### src/rtl/serial_demux_8_deserializer_pkg.sv
// Shared constants and state encoding for the serial-to-parallel receive path.
// Imported by the deserializer top and its demux.
package serial_demux_8_deserializer_pkg;

   localparam int N     = 8;
   localparam int SEL_W = 3;

   typedef enum logic {
      IDLE    = 1'b0,
      COLLECT = 1'b1
   } state_t;

endpackage

### src/rtl/serial_demux_8_deserializer_if.sv
// Serial input link plus parallel valid/ready output of the deserializer.
// The slave modport is the deserializer; master is the link driver/consumer.
interface serial_demux_8_deserializer_if;
   import serial_demux_8_deserializer_pkg::*;

   logic             serial_in;
   logic             in_valid;
   logic             frame_start;
   logic [SEL_W-1:0] sel;
   logic             busy;
   logic [N-1:0]     out_data;
   logic             out_valid;
   logic             out_ready;
   logic             overrun;

   modport slave (
      input  serial_in, in_valid, frame_start, out_ready,
      output sel, busy, out_data, out_valid, overrun
   );

   modport master (
      output serial_in, in_valid, frame_start, out_ready,
      input  sel, busy, out_data, out_valid, overrun
   );
endinterface

### src/rtl/serial_demux_8_deserializer_demux_1_to_8.sv
// 1-to-8 demux: routes d onto output y[s] when en is high, all other outputs 0.
// Inverse of the transmit-side 8-to-1 mux; used as assembly write enables.
module demux_1_to_8
   import serial_demux_8_deserializer_pkg::*;
(
   input  logic             d,
   input  logic             en,
   input  logic [SEL_W-1:0] s,
   output logic [N-1:0]     y
);

   always_comb begin
      y    = '0;
      y[s] = d & en;
   end

endmodule

### src/rtl/serial_demux_8_deserializer.sv
// Receive-side deserializer: assembles 8 serial bits into a word and offers it
// through a single-entry valid/ready holding register.
module serial_demux_8_deserializer
   import serial_demux_8_deserializer_pkg::*;
#(
   parameter int LSB_FIRST = 1
) (
   input  logic                          clk,
   input  logic                          reset,
   serial_demux_8_deserializer_if.slave  bus
);

   localparam logic [SEL_W-1:0] LAST_SEL = SEL_W'(N - 1);

   state_t           r_state;
   logic [SEL_W-1:0] r_sel;
   logic [N-1:0]     r_asm;
   logic [N-1:0]     r_outData;
   logic             r_outValid;
   logic             r_overrun;

   logic [SEL_W-1:0] w_curSel;
   logic [SEL_W-1:0] w_bitIdx;
   logic [N-1:0]     w_base;
   logic [N-1:0]     w_we;
   logic [N-1:0]     w_asmNext;
   logic             w_complete;
   logic             w_accept;

   // frame_start restarts the word: current bit goes to index 0 over a cleared register
   assign w_curSel   = bus.frame_start ? '0 : r_sel;
   assign w_bitIdx   = (LSB_FIRST != 0) ? w_curSel : (LAST_SEL - w_curSel);
   assign w_base     = bus.frame_start ? '0 : r_asm;
   assign w_asmNext  = (w_base & ~w_we) | (w_we & {N{bus.serial_in}});
   assign w_complete = bus.in_valid && !bus.frame_start && (r_sel == LAST_SEL);
   assign w_accept   = r_outValid && bus.out_ready;

   demux_1_to_8 u_demux (
      .d  (1'b1),
      .en (bus.in_valid),
      .s  (w_bitIdx),
      .y  (w_we)
   );

   // A completed word is dropped (with an overrun pulse) only when the holding
   // register is full and not being drained in the same cycle.
   always_ff @(posedge clk) begin
      if (reset) begin
         r_state    <= IDLE;
         r_sel      <= '0;
         r_asm      <= '0;
         r_outData  <= '0;
         r_outValid <= 1'b0;
         r_overrun  <= 1'b0;
      end else begin
         r_overrun <= 1'b0;
         if (w_accept) begin
            r_outValid <= 1'b0;
         end
         if (w_complete) begin
            r_asm   <= '0;
            r_sel   <= '0;
            r_state <= IDLE;
            if (!r_outValid || bus.out_ready) begin
               r_outData  <= w_asmNext;
               r_outValid <= 1'b1;
            end else begin
               r_overrun <= 1'b1;
            end
         end else if (bus.frame_start || bus.in_valid) begin
            r_asm   <= w_asmNext;
            r_sel   <= bus.in_valid ? (w_curSel + SEL_W'(1)) : '0;
            r_state <= bus.in_valid ? COLLECT : IDLE;
         end
      end
   end

   assign bus.sel       = r_sel;
   assign bus.busy      = (r_state == COLLECT);
   assign bus.out_data  = r_outData;
   assign bus.out_valid = r_outValid;
   assign bus.overrun   = r_overrun;

endmodule

### src/flat_wrapper.sv
// flat-port wrapper written by rule: the top's interface ports become plain ports
module serial_demux_8_deserializer_flat import serial_demux_8_deserializer_pkg::*;
#(
   parameter int LSB_FIRST = 1
)
  (clk, reset, bus_serial_in, bus_in_valid, bus_frame_start, bus_out_ready, bus_sel, bus_busy, bus_out_data, bus_out_valid, bus_overrun);
  serial_demux_8_deserializer_if bus_i ();
  input  logic clk;
  input  logic reset;
  input wire logic [$bits(bus_i.serial_in)-1:0] bus_serial_in;
  input wire logic [$bits(bus_i.in_valid)-1:0] bus_in_valid;
  input wire logic [$bits(bus_i.frame_start)-1:0] bus_frame_start;
  input wire logic [$bits(bus_i.out_ready)-1:0] bus_out_ready;
  output wire logic [$bits(bus_i.sel)-1:0] bus_sel;
  output wire logic [$bits(bus_i.busy)-1:0] bus_busy;
  output wire logic [$bits(bus_i.out_data)-1:0] bus_out_data;
  output wire logic [$bits(bus_i.out_valid)-1:0] bus_out_valid;
  output wire logic [$bits(bus_i.overrun)-1:0] bus_overrun;
  assign bus_i.serial_in = bus_serial_in;
  assign bus_i.in_valid = bus_in_valid;
  assign bus_i.frame_start = bus_frame_start;
  assign bus_i.out_ready = bus_out_ready;
  assign bus_sel = bus_i.sel;
  assign bus_busy = bus_i.busy;
  assign bus_out_data = bus_i.out_data;
  assign bus_out_valid = bus_i.out_valid;
  assign bus_overrun = bus_i.overrun;
  serial_demux_8_deserializer #(.LSB_FIRST(LSB_FIRST)) u_core (.clk(clk), .reset(reset), .bus(bus_i));
endmodule
### config.mk
export PLATFORM = sky130hd
export DESIGN_NAME = serial_demux_8_deserializer_flat
export DESIGN_NICKNAME = d
export VERILOG_FILES = /design/src/rtl/serial_demux_8_deserializer_pkg.sv /design/src/rtl/serial_demux_8_deserializer_if.sv /design/src/rtl/serial_demux_8_deserializer_demux_1_to_8.sv /design/src/rtl/serial_demux_8_deserializer.sv /design/src/flat_wrapper.sv
export SDC_FILE = /design/constraint.sdc
export NUM_CORES = 1
export LEC_CHECK = 0
export CAP_MARGIN = 20
export CORE_ASPECT_RATIO = 1.1
export CORE_MARGIN = 3
export CORE_UTILIZATION = 50
export DETAILED_ROUTE_END_ITERATION = 16
export PLACE_DENSITY = 0.77
export SETUP_SLACK_MARGIN = 0.02
export SYNTH_ARGS = -nofsm -noshare
export SYNTH_HDL_FRONTEND = slang
export SYNTH_HIERARCHICAL = 1
export SYNTH_SLANG_ARGS = --single-unit
### constraint.sdc
create_clock -name clk -period 2.1 [get_ports clk]
set_input_delay 0.42 -clock clk [delete_from_list [all_inputs] [get_ports clk]]
set_output_delay 0.42 -clock clk [all_outputs]
set_load 0.005 [all_outputs]
==> Yosys cells after proc, flatten, opt, wreduce, memory -nomap -nowiden <==
Cells that the tools add are included.
{ "op_classes": {"n_lt_le_gt_ge": 2, "eq_ne": 1, "multipliers": 0, "bitwise": 6, "reduce_logical": 11, "n_addsub": 1, "shift": 0, "n_mux": 10, "div_mod_pow": 0} }
{ "op_table": {"columns": ["operator", "count"], "rows": [
  ["$and A8 B8 Y8", 3],
  ["$mux W8", 1],
  ["$not A8 Y8", 1],
  ["$or A8 B8 Y8", 1],
  ["$mux W1", 6],
  ["$mux W3", 2],
  ["$logic_and A1 B1 Y1", 4],
  ["$lt A3 B4 Y1 const B", 1],
  ["$reduce_or A2 Y1", 2],
  ["$add A3 B1 Y3 const B", 1],
  ["$demux W1 S3", 1],
  ["$eq A3 B3 Y1 const B", 1],
  ["$ge A3 B1 Y1 const B", 1],
  ["$logic_not A1 Y1", 2],
  ["$logic_or A1 B1 Y1", 2],
  ["$reduce_and A2 Y1", 1],
  ["$not A1 Y1", 1]
]} }
{ "word_totals": {"ramBits": 0, "register_bits": 22, "latch_bits": 0, "mem_bits_ro": 0, "elab_cells": 37, "output_inout_bits": 14, "memories": 0, "inputBits": 6} }

==> Depth between registers and ports, before layout <==
Gate-level depths: netlist (run 1).
{ "logic_depth": {"word_depth": 9, "ltp_mapped": 7, "ltp_nobuf": 6} }

==> Hierarchy <==
Netlist (run 1), hierarchy kept.
{ "by_module_without_submodules": {"columns": ["mod", "cells_per_inst", "n_inst", "seq_area_each_um2", "area_each_um2"], "rows": [
  ["serial_demux_8_deserializer", 103, 1, 440.4, 984.7],
  ["demux_1_to_8", 13, 1, 0.0, 88.8]
]} }

==> Least setup slack after synthesis (run 1) <==
Ideal clock, no wire load.
{ "synth_timing": {"path_type": "input to register", "from": "input bus_frame_start", "to": "register u_core.r_outData[6], in the netlist u_core/bus.out_data[6]", "stages": 7, "path_buffers": 1, "path_slack_ns": 0.332, "arrival_ns": 1.683, "setup_ns": 0.086, "t_required_ns": 2.014, "path_cell_list": "buf_1 -> nor2b_1 -> nand2b_1 -> nor2_1 -> nor3b_1 -> a21oi_1 -> a211oi_1"} }
{ "synth_via": {"elab_chain_cells": 9, "elab_cells_between_ends": 16, "cone_classes": "2 x order compare; 4 x mux; 5 x bitwise; 5 x reduce/logical"} }
{ "synth_lines": {"columns": ["element", "line", "rtl"], "rows": [
  ["from (decl)", "flat_wrapper.sv:12", "input wire logic [$bits(bus_i.frame_start)-1:0] bus_frame_start;"],
  ["$mux W3 (*)", "serial_demux_8_deserializer.sv:31", "assign w_curSel = bus.frame_start ? '0 : r_sel;"],
  ["named net u_core.w_bitIdx[0]", "serial_demux_8_deserializer.sv:23", "logic [SEL_W-1:0] w_bitIdx;"],
  ["$lt A3 B4 Y1 (implied by the code) or $ge A3 B1 Y1 (tied branches)", "serial_demux_8_deserializer_demux_1_to_8.sv:14", "y[s] = d & en;"],
  ["$logic_and A1 B1 Y1 (implied by the code)", "serial_demux_8_deserializer_demux_1_to_8.sv:14", null],
  ["$mux W1 (implied by the code)", "serial_demux_8_deserializer_demux_1_to_8.sv:14", null],
  ["$demux W1 S3 (*)", "serial_demux_8_deserializer_demux_1_to_8.sv:14", null],
  ["$and A8 B8 Y8 (no source line) (*)", null, null],
  ["named net u_core.w_we[6]", "serial_demux_8_deserializer.sv:25", "logic [N-1:0] w_we;"],
  ["$not A8 Y8", "serial_demux_8_deserializer.sv:34", "assign w_asmNext = (w_base & ~w_we) | (w_we & {N{bus.serial_in}});"],
  ["$and A8 B8 Y8", "serial_demux_8_deserializer.sv:34", null],
  ["$or A8 B8 Y8 (*)", "serial_demux_8_deserializer.sv:34", null],
  ["to (signal assigned)", "serial_demux_8_deserializer.sv:65", "r_outData <= w_asmNext;"],
  ["to (decl)", "serial_demux_8_deserializer.sv:18", "logic [N-1:0] r_outData;"]
]} }
Mark *: on every way through the listed nets, which the timed path passes. The rest lies on a longest branch.
A chain may end at the register's enable or synchronous reset.

==> Worst setup path in the final report (run 1) <==
{ "layout_timing": {"from": "input bus_frame_start", "to": "register u_core.r_outData[2], in the netlist u_core/bus.out_data[2]"} }
Same word-level chain as after synthesis.

==> run_results.csv, run 1 <==
group,metric,value,unit
drt,drt_iter0_markers,19,
power_and_ir_drop,intPower,538,uW
synthesis,syn_area,1070,sq um
drt,via_count,914,
clocking,cts_sinks,22,
synthesis,yosys.cell_types.count,28,
power_and_ir_drop,clkPwrFrac,0.258,
grt,antenna_found_initial,0,
synthesis,synth_xor_area_frac,0.0163,
setup_path,arrival,2.06,ns
sta,clock_skew,0.00196,ns
power_and_ir_drop,ir_drop,394,uV
drt,ant_nets,0,
layout,layout_commonest_cell,"dfxtp_1",
power_and_ir_drop,switching_share,0.238,
clocking,cts-resized-gates,0,
layout,syn2layout_area_growth,24.4,%
power_and_ir_drop,combPwrFrac,0.127,
run_status,status,"finished clean",
setup_path,worstPathMaxFanout,5,
clocking,cts_setup_buffers,0,
drt,drc_errors,0,
clocking,insertion_delay,0.29,ns
place,io_buffer_count,19,
worst_hold_path,hold_path.class,"flop to flop",
sta,drv_slew,0,
sta,period_minus_slack,1.84,ns
layout,antennaDiodeCount,0,
synthesis,ys_ff_latch,22,
synthesis,syn-instance-count,116,
place,dp_hpwl,1.68,mm
place,gp_congestion,0.743,
layout,final_cell_mix,"dfxtp_1 (22), clkdlybuf4s50_1 (19), nor2_1 (18)",
sta,rsz0062_at_grt,"no",
sta,timing.fmax,0.542,GHz
die,dieArea,2740,sq um
layout,drive_above_1_share,0.187,
clocking,cts.path.max_buffers,2,
grt,grt_pass1_vias,902,
synthesis,synth_ff_type,"dfxtp_1",
die,io_pins,20,
clocking,cts_tree,"yes",
synthesis,yosys.area_share.simple,0.239,
clocking,ctsHtreeMaxLevel,1,
synthesis,yosys_warnings,6,
grt,grt-ovfl-total,0,
power_and_ir_drop,power.switching,168,uW
setup_path,endpoint_kind,"flop",
drt,vias_per_cell,5.51,
layout,n_fill_cell,155,
synthesis,synthArstFlopShare,0,
die,die_h,54.6,um
synthesis,yosys.area_share.adder,0.0117,
clocking,cts_inserted_buffers,3,
clocking,cts_hold_buf,0,
sta,tns,0,ns
sta,period_share,0.878,
drt,wl_per_cell,13.4,um
synthesis,synth_mux_area_frac,0.00932,
layout,layout.nets,148,
clocking,clkTransAtPathRegs,0.11,ns
drt,drt-pass1-iter-count,4,
power_and_ir_drop,leakage,0.478,nW
grt,grt_max_degree,17,
synthesis,postSynthAreaPerCell,9.25,sq um
setup_path,crit_type,"primary input to flop",
clocking,cts-root-buf,"clkbuf_4",
grt,gr-usage-all-layers,0.193,
die,fp.coreArea,1900,sq um
die,die_x,50.2,um
run,max_cap_violations,0,
die,initial_utilization,0.564,
synthesis,synth_top_family_by_area,"compound AO/OA/AOI/OAI gates",
die,placementRows,16,
synthesis,synth_compound_area_frac,0.247,
setup_path,start_kind,"primary input",
synthesis,synth-edff-count,0,
sta,finalSetupViolations,0,
layout,post-route-util,0.702,
drt,drt_wl_total,2.23,mm
synthesis,ys_seq_area_frac,0.410,
sta,hold_violations,0,
grt,grt_pass1_wl,4.00,mm
power_and_ir_drop,powerDensity,529,nW/um^2
power_and_ir_drop,seqPwrFrac,0.615,
setup_path,required,2.32,ns
-- through the flow --
stage / power, mW / hold slack, ns / cells / instance area [sq um] / worst slack [ns]
after CTS: 0.720 / 0.507 / 166 / 1340 / 0.326
final: 0.706 / 0.501 / 166 / 1340 / 0.257
after detailed placement: 0.533 / 0.483 / 163 / 1310 / 0.0145
after global placement: 0.530 / 0.472 / 163 / 1310 / 0.0442
after global routing: 0.744 / 0.522 / 166 / 1340 / 0.119
after floorplan: 0.499 / 0.470 / 117 / 1080 / 0.332
-- cell type report --
class,count,area [sq um],share of cell area
Sequential cell,22,440,0.330
Inverter,1,3.75,0.00281
Multi-Input combinational cell,84,569,0.426
Tap cell,27,33.8,0.0253
Timing Repair Buffer,29,265,0.199
Clock buffer,3,22.5,0.0169
-- sequential cells by signal, summed over array words and instances (netlist names) --
register	flops
u_core/bus.out_data	8
u_core/r_asm	8
u_core/bus.sel	3
u_core/bus.busy	1
u_core/bus.out_valid	1
u_core/bus.overrun	1
-- metal layers --
layer,share of wire,vias to the layer above,track usage
met5,0,-,0
met1,0.44,428,0.225
li1,-,464,-
met3,0.050,2,0.0327
met4,0.0054,0,0.0829
met2,0.51,20,0.350
-- synthesized netlist by cell type, types with 2 or more instances --
cell	n	area [sq um]
nor2_1	18	67.6
nand2b_1	3	18.8
nor3b_1	8	60.1
a211oi_1	10	75.1
buf_2	3	15.0
nand2_1	3	11.3
buf_6	3	33.8
a211oi_2	6	75.1
buf_1	2	7.51
nor2b_1	3	18.8
a31oi_1	8	50.1
dfxtp_1	22	440
clkbuf_1	2	7.51
a21oi_1	10	50.1
nor3_2	2	20.0
-- power by group through the flow --
stage	Sequential, mW	Combinational (mW)	Clock [mW]
floorplan	0.442	0.0562	0
global placement	0.443	0.0871	0
detailed placement	0.444	0.0890	0
CTS	0.434	0.0898	0.196
global route	0.436	0.0992	0.210
finish	0.434	0.0898	0.182
-- kinds of logic (layout without fill, tap and decap cells) --
kind of cell             Yosys count  count (layout)
adder cells (fa/ha/maj)            1               1
other                              1               2
flip-flops                        22              22
buffers and inverters             11              33
multiplexers                       1               1
XOR/XNOR                           2               2
AND/OR/NAND/NOR                   43              43
AO/OA/AOI/OAI                     35              35
-- critical path: stages --
cell and delay [ns]:
clkdlybuf4s50_1 0.48, nor2b_1 0.30, nand3b_4 0.22, nor2_1 0.08, nor3b_1 0.19, a21oi_1 0.11, a211oi_1 0.26
-- final timing paths --
| path | start | to | slack (ns) | depth (start not counted) |
|---|---|---|---|---|
| max | bus_frame_start | u_core/bus.out_data[2] | 0.26 | 7 |
| min | u_core/bus.busy | u_core/bus.busy | 0.50 | 2 |
| min reg2reg | u_core/bus.busy | u_core/bus.busy | 0.50 | 2 |
| max reg2reg | u_core/bus.sel[2] | u_core/bus.out_data[2] | 0.48 | 6 |
Note: power is estimated with default switching activity, not from simulation.
==> inputs of run 2 (changes only) <==
--- a/config.mk
+++ b/config.mk
@@ -8,11 +8,10 @@
 export CAP_MARGIN = 20
 export CORE_ASPECT_RATIO = 1.1
 export CORE_MARGIN = 3
-export CORE_UTILIZATION = 50
+export CORE_UTILIZATION = 47
 export DETAILED_ROUTE_END_ITERATION = 16
-export PLACE_DENSITY = 0.77
+export PLACE_DENSITY = 0.75
 export SETUP_SLACK_MARGIN = 0.02
 export SYNTH_ARGS = -nofsm -noshare
 export SYNTH_HDL_FRONTEND = slang
-export SYNTH_HIERARCHICAL = 1
 export SYNTH_SLANG_ARGS = --single-unit
==> run 2 against run 1 <==
Critical path type is now flop to primary output. Global-route usage is 2.1 points lower. Fmax is 0.51% lower. Worst hold slack worse by 0.025 ns. Routed wire length is 25% lower. Sequential share of layout area is 4.6 points higher. Sequential power is 5.5% lower. Critical endpoint is now bus_sel[2]. Die area is 11% lower. First-iteration DRC count is 58% lower.
==> run_results.csv, run 2 <==
group,metric,value,unit
run_status,status,"finished clean",
sta,period_share,0.882,
drt,wl_per_cell,13.1,um
grt,grt-ovfl-total,0,
layout,drive_above_1_share,0.108,
setup_path,arrival,1.43,ns
clocking,ctsHtreeMaxLevel,1,
sta,worst_slack,0.247,ns
synthesis,synthTopCellsByArea,"dfxtp_1 (48%), mux2i_1 (10%), nor2_1 (6.4%)",
setup_path,crit_chain,"clkdlybuf4s50_1",
clocking,cts_sinks,21,
synthesis,yosys.cell_types.count,27,
clocking,cts-resized-gates,0,
setup_path,start_kind,"flop",
synthesis,yosys.area.top_type_share,0.476,
clocking,cts_hold_buf,0,
die,die_x,47.3,um
die,initial_utilization,0.529,
sta,tns,0,ns
sta,drv_slew,0,
drt,drc_errors,0,
synthesis,syn_nets,97,
sta,clock_skew,0.00262,ns
sta,rsz0062_at_grt,"no",
sta,holdWs,0.477,ns
worst_hold_path,min-delay-start,"u_core.r_asm[6]",
layout,final_cell_mix,"dfxtp_1 (21), clkdlybuf4s50_1 (19), nor2_1 (15), mux2i_1 (9), nor3_1 (7)",
layout,layout_commonest_cell,"dfxtp_1",
grt,grt_pass1_wl,3.07,mm
setup_path,crit_start,"u_core.bus.sel[2]",
setup_path,cp_slowest_stage_delay,0.58,ns
clocking,cts_inserted_buffers,3,
die,io_pins,20,
synthesis,yosys-top-cells-count,"dfxtp_1 (21), nor2_1 (15), mux2i_1 (9)",
synthesis,ys_seq_area_frac,0.476,
setup_path,r2r_start,"u_core.bus.sel[1]",
clocking,clkTransAtPathRegs,0.11,ns
die,dieArea,2440,sq um
synthesis,yosys_warnings,0,
power_and_ir_drop,power,647,uW
layout,final_cell_area,1120,sq um
sta,timing.fmax,0.540,GHz
power_and_ir_drop,powerDensity,579,nW/um^2
die,fp.coreArea,1670,sq um
layout,syn2layout_area_growth,26.5,%
clocking,cts.path.max_buffers,2,
clocking,insertion_delay,0.29,ns
sta,hold_violations,0,
synthesis,synth_ff_type,"dfxtp_1",
worst_hold_path,hold_path.class,"flop to flop",
sta,finalSetupViolations,0,
place,gp_congestion,0.799,
synthesis,ys_ff_latch,21,
place,placed_cell_area,1090,sq um
die,placementRows,15,
place,numPlacedInstances,124,
run,max_cap_violations,0,
clocking,cts_setup_buffers,0,
layout,layout.nets,118,
synthesis,syn_area,883,sq um
sta,slew_headroom,0.747,
sta,period_minus_slack,1.85,ns
layout,largest_reg_flops,8,
clocking,cts_tree,"yes",
sta,tightest_slew,0.379,ns
power_and_ir_drop,ir_drop,460,uV
layout,layout.cells.non_filler,128,
grt,antenna_found_initial,0,
drt,drt-pass1-iter-count,4,
drt,drt_wl_total,1.67,mm
setup_path,r2r_setup_slack,0.52,ns
synthesis,syn-instance-count,91,
synthesis,postSynthAreaPerCell,9.71,sq um
setup_path,critPathSlowestCell,"clkdlybuf4s50_1",
layout,post-route-util,0.669,
synthesis,yosysMostFrequentCell,"dfxtp_1",
power_and_ir_drop,leakage,0.397,nW
synthesis,synth-edff-count,0,
drt,ant_nets,0,
clocking,cts-root-buf,"clkbuf_4",
setup_path,crit_type,"flop to primary output",
synthesis,synthArstFlopShare,0,
grt,grt_pass1_vias,717,
setup_path,crit_family,"buffers and inverters",
setup_path,required,1.68,ns
drt,vias_per_cell,5.46,
drt,via_count,699,
drt,drt_iter0_markers,8,
setup_path,worst-path-buf-inv,1,
grt,gr-usage-all-layers,0.172,
layout,antennaDiodeCount,0,
synthesis,yosysTopAreaCell,"dfxtp_1",
place,dp_hpwl,1.23,mm
setup_path,worstPathMaxFanout,11,
die,die_h,51.5,um
setup_path,endpoint_kind,"primary output",
place,io_buffer_count,19,
grt,grt_max_degree,12,
place,place_ws,0.0815,ns
[run 2: cell types whose count changed in the layout (fill, tap and decap cells not counted), sizes merged, moves of 3 or more]
| cell | delta |
|---|---|
| buf | -5 |
| nor3b | -6 |
| a211oi | -13 |
| a21oi | -6 |
| nor2 | -3 |
| a31oi | -7 |
| nor3 | +4 |
| mux2i | +8 |
[run 2: final cells by class]
cell class,count,area (sq um)
Tap cell,17,21.3
Multi-Input combinational cell,60,402
Sequential cell,21,420
Clock buffer,4,26.3
Inverter,2,7.51
Timing Repair Buffer,24,240
Fill cell,149,553
[run 2: cells by family after synthesis]
family	Yosys count	synth area share
simple gates	39	0.259
buf+inv	10	0.0694
xor+xnor	3	0.0298
compound gates	9	0.0637
mux	9	0.102
flops	21	0.476
[run 2: worst paths after layout]
| kind | endpoint | cells past startpoint |
|---|---|---|
| min | u_core.bus.out_data[6] | 2 |
| max reg2reg | u_core.bus.out_data[7] | 5 |
| min reg2reg | u_core.bus.out_data[6] | 2 |
| max | bus_sel[2] | 1 |
[run 2: power breakdown]
group	total [mW]	leakage, nW	internal, mW	switching [mW]
sequential	0.410	0.170	0.403	0.00685
clock	0.184	0.0150	0.0738	0.110
combinational	0.0533	0.212	0.0292	0.0241
total	0.647	0.397	0.506	0.141
[run 2: per-layer routing]
layer / up-vias / GRT usage / part of all wire
li1: 353 / - / -
met1: 330 / 0.216 / 0.45
met2: 14 / 0.283 / 0.50
met3: 2 / 0.0352 / 0.037
met4: 0 / 0.0553 / 0.0072
met5: - / 0 / 0
